File: src/rtl/cache_types.sv
// Shared types and constants for the cache-to-memory burst adaptor.
package cache_types;

    localparam int S_OFFSET = 5;
    localparam int N_BEATS  = 4;

    typedef logic [255:0] line_t;
    typedef logic [63:0]  burst_t;

    typedef enum logic [1:0] {
        IDLE,
        READ,
        WRITE,
        DONE
    } adaptor_state_t;

endpackage

File: src/rtl/cacheline_adaptor.sv
// Turns whole-line read/write requests from the cache into 4-beat, 64-bit
// bursts on the main-memory interface and answers with a one-cycle resp.
module cacheline_adaptor
    import cache_types::*;
#(
    parameter int s_offset = S_OFFSET,
    parameter int s_line   = $bits(line_t),
    parameter int s_burst  = $bits(burst_t)
) (
    input  logic               clk,
    input  logic               rst,

    input  logic [31:0]        pmem_address,
    input  logic               pmem_read,
    input  logic               pmem_write,
    input  logic [s_line-1:0]  pmem_wdata,
    output logic [s_line-1:0]  pmem_rdata,
    output logic               pmem_resp,

    output logic [31:0]        mem_address,
    output logic               mem_read,
    output logic               mem_write,
    output logic [s_burst-1:0] mem_wdata,
    input  logic [s_burst-1:0] mem_rdata,
    input  logic               mem_resp
);

    localparam int n_beats = s_line / s_burst;
    localparam logic [31:0] LINE_MASK = ~((32'd1 << s_offset) - 32'd1);
    localparam logic [1:0]  LAST_BEAT = 2'(n_beats - 1);

    adaptor_state_t state;
    logic [1:0]     cnt;

    // Line buffer viewed as beats; beat 0 is the least-significant 64 bits.
    logic [n_beats-1:0][s_burst-1:0] buffer;

    always_ff @(posedge clk) begin
        if (rst) begin
            state       <= IDLE;
            cnt         <= '0;
            pmem_rdata  <= '0;
            pmem_resp   <= 1'b0;
            mem_address <= '0;
            mem_read    <= 1'b0;
            mem_write   <= 1'b0;
        end else begin
            pmem_resp <= 1'b0;
            case (state)
                IDLE: begin
                    cnt <= '0;
                    // Write wins when both are raised; the cache re-requests the read.
                    if (pmem_write) begin
                        buffer      <= pmem_wdata;
                        mem_address <= pmem_address & LINE_MASK;
                        mem_write   <= 1'b1;
                        state       <= WRITE;
                    end else if (pmem_read) begin
                        mem_address <= pmem_address & LINE_MASK;
                        mem_read    <= 1'b1;
                        state       <= READ;
                    end
                end

                READ: begin
                    if (mem_resp) begin
                        buffer[cnt] <= mem_rdata;
                        cnt         <= cnt + 2'd1;
                        if (cnt == LAST_BEAT) begin
                            // Final beat bypasses the buffer so the line is complete on entry to DONE.
                            pmem_rdata <= {mem_rdata, buffer[n_beats-2:0]};
                            pmem_resp  <= 1'b1;
                            mem_read   <= 1'b0;
                            state      <= DONE;
                        end
                    end
                end

                WRITE: begin
                    if (mem_resp) begin
                        cnt <= cnt + 2'd1;
                        if (cnt == LAST_BEAT) begin
                            pmem_resp <= 1'b1;
                            mem_write <= 1'b0;
                            state     <= DONE;
                        end
                    end
                end

                DONE: begin
                    state <= IDLE;
                end

                default: begin
                    state <= IDLE;
                end
            endcase
        end
    end

    always_comb begin
        mem_wdata = '0;
        if (state == WRITE) begin
            mem_wdata = buffer[cnt];
        end
    end

endmodule

File: config.mk
export PLATFORM = sky130hd
export DESIGN_NAME = cacheline_adaptor
export DESIGN_NICKNAME = d
export VERILOG_FILES = /design/src/rtl/cache_types.sv /design/src/rtl/cacheline_adaptor.sv
export SDC_FILE = /design/constraint.sdc
export NUM_CORES = 1
export LEC_CHECK = 0
export ABC_AREA = 0
export CAP_MARGIN = 20
export CORE_ASPECT_RATIO = 1.1
export CORE_UTILIZATION = 30
export DETAILED_ROUTE_END_ITERATION = 7
export DONT_BUFFER_PORTS = 1
export PLACE_DENSITY = 0.53
export SYNTH_ARGS = -nofsm -noshare
export SYNTH_HDL_FRONTEND = slang
export SYNTH_SLANG_ARGS = --single-unit
File: constraint.sdc
create_clock -name clk -period 4.7 [get_ports clk]
set_input_delay 0 -clock clk [delete_from_list [all_inputs] [get_ports clk]]
set_output_delay 0 -clock clk [all_outputs]
set_load 0.05 [all_outputs]
==> flow_summary.yaml <==
detailed_routing:
  drt_iter0_drc: 2065
  top_layer_used: "met4"
  route.detailed.drc: 0
  viasPerCell: 5.17
  postRouteAntennaNets: 0
  route.met3.wl_um: 7640
  wl_met1_um: 34600
  wl_met2_um: 43700
  wire_per_inst_um: 22.4
  wl_um: 90000
  firstDrtPassIters: 5
  vias: 20700
power_and_ir_drop:
  power.density_nw_per_um2: 500
  clockPowerShare: 0.322
  power_uw: 15700
  intPower_uw: 10300
  p_comb_frac: 0.255
  sw_frac_of_total: 0.345
  p_seq_frac: 0.424
  p_sw_uw: 5430
  p_leak_uw: 0.0114
  ir_drop_mv: 0.406
placement:
  pre_cts_slack_ns: 1.16
  post_dp_cell_area_um2: 24600
  hpwl_um: 54200
  place_inst: 3420
  gp_congestion: 0.863
  port_buffers: 0
sta:
  relSlewSlack: 0.100
  worstMarginPinSlew_ns: 1.35
  setup_ws_ns: 0.882
  maxSlewViolCount: 0
  hold_violations: 0
  finClkSkew_ns: 0.0150
  final.period_utilization: 0.812
  rsz0062_at_grt: "false"
  timing.fmax_mhz: 262
  setup_viol: 0
  fin_crit_ns: 3.82
worst_setup_path:
  cp_common_cell: "buf_4"
  r2r_end: "buffer[136]$_DFFE_PP_"
  worstSetupPathType: "reg2reg"
  critPathArrivalTime_ns: 4.30
  r2r_start: "cnt[1]$_SDFFE_PP0P_"
  crit_family: "buffers and inverters"
  crit_chain: "buf_4, ha_4, buf_4, nand3_1, o21ai_0, dlygate4sd3_1"
  cp.required_ns: 5.19
  r2r_slack_ns: 0.88
  r2r_cells: 6
  startpoint: "cnt[1]$_SDFFE_PP0P_"
  worst_path_largest_cell_delay_ns: 0.78
  cpMaxStageDelayCell: "dfxtp_4"
  critPathCaptureType: "flop"
  cp_max_fo: 38
  critPathLaunchType: "flop"
  critical_path_buf_inv_count: 3
cts:
  htreeDepth: 2
  cts_tree: "yes"
  post_cts_buffers: 0
  ctsRootBufferMaster: "clkbuf_16"
  cts.path.max_buffers: 3
  cts-buffers-inserted: 60
  clk_pin_slew_ns: 0.07
  cts.sinks: 546
  clk_latency_ns: 0.62
status:
  outcome: "completed"
floorplan:
  initial_core_util: 0.302
  dieArea_um2: 80500
  fp-row-count: 108
  num_io_pins: 712
  core_area_um2: 78800
  dieWidth_um: 271
  die_h_um: 297
synthesis:
  netlist.area_leader.share: 0.323
  synth.yosys.seq_area_share: 0.567
  synth.avg_cell_area_um2: 9.30
  synthTopCellsByCount: "570 x nand2_1, 290 x dfxtp_1, 288 x a21oi_1"
  synth_flop_cell: "dfxtp_1"
  synth_enable_flop_cells: 256
  syn_area_um2: 23800
  synth_cells: 2560
  ys_top_cells_by_area: "edfxtp_1 32%, dfxtp_1 24%, nand2_1 9.0%, a21oi_1 6.1%, mux4_2 6.1%"
  ys_warn_count: 0
  synth.most_common_cell: "nand2_1"
  ys_types: 34
  yosys.area.top_type: "edfxtp_1"
  ys_seq_elements: 546
  async_flop_share: 0
cells_and_area:
  syn_to_final_growth_pct: 32.3
  final_cell_area_um2: 31500
  utilization: 0.400
  drive_above_1_share: 0.0692
  fin_cells: 4014
  nets: 3281
global_routing:
  grt_pass1_vias: 20900
  grt_usage: 0.215
  antenna_found_initial: 5
  grt_max_degree: 281
  grt_overflow: 0
  grt_pass1_wl_um: 132000
hold_path:
  min_to: "pmem_rdata[243]$_SDFFE_PP0P_"
  hold_path.startpoint: "mem_rdata[51]"
  hold_depth: 3
  hp-class: "in2reg"
run:
  drv_cap: 0
layout by cell type (no fill, tap or decap), drive strengths merged, types with 15 or more instances in the layout:
master,n
buf,24
nand2,570
dlygate4sd3,474
inv,270
nand3,259
edfxtp,256
dfxtp,290
clkbuf,85
o21ai,258
and2,64
a21oi,288
mux4,64
clkinv,15
per-layer routing:
metal,up-vias,GRT usage
met3,273,0.0526
met5,-,0
li1,9313,-
met2,1097,0.365
met1,10100,0.257
met4,0,0.0920
tightest hold or removal path, cell delays in order:
cell,delay (ns)
nand2_1,0.03
a21oi_1,0.05
dlygate4sd3_1,0.55
worst max-delay path by stage:
stage / end / cells past startpoint
finish: buffer[136]$_DFFE_PP_ / 6
global route: pmem_rdata[113]$_SDFFE_PP0P_ / 6
CTS: buffer[131]$_DFFE_PP_ / 6
detailed placement: buffer[153]$_DFFE_PP_ / 5
global placement: buffer[153]$_DFFE_PP_ / 5
floorplan: buffer[0]$_DFFE_PP_ / 7
logic make-up (layout without fill, tap and decap cells):
kind of cell | count (synthesis) | in the layout | synth area share
and+or+nand+nor | 904 | 904 | 0.164
AOI/OAI and AO/OA | 554 | 554 | 0.118
DFF | 546 | 546 | 0.567
buffers and inverters | 476 | 876 | 0.0840
muxes | 69 | 69 | 0.0627
adders and majority gates | 10 | 10 | 0.00525
other | 1 | 10 | 0.000157
stage by stage:
step / hold WS (ns) / TNS [ns]
after floorplan: 0.136 / -22.91
after global placement: 0.0883 / 0
after detailed placement: 0.0929 / 0
after CTS: 0.00827 / 0
after global routing: 0.0360 / 0
final: 0.0642 / 0
timing repair:
item,CTS,global route
hold endpoints to repair,546,0
gates resized for setup,0,0
hold buffers,476,0
power groups by stage:
stage	Clock (µW)	Sequential (µW)	Combinational, µW
global placement	0	6730	3470
floorplan	0	6620	2580
global route	5330	6750	4260
detailed placement	0	6770	3530
CTS	5140	6670	3990
finish	5060	6670	4010
flip-flops by register name, summed over array words and instances, names as in the netlist:
name         cells
mem_read         1
mem_address     27
buffer         256
state            2
mem_write        1
cnt              2
pmem_resp        1
pmem_rdata     256
layout make-up:
class | instances | area, µm²
antenna | 5 | 12.5
clock buffer | 85 | 1840
clock inverter | 27 | 280
fill | 7626 | 47300
inverter | 266 | 998
multi-input combinational | 1542 | 8460
sequential | 546 | 13500
tap | 1045 | 1310
timing repair buffer | 498 | 5100
Power figures use the tool's default switching activity.
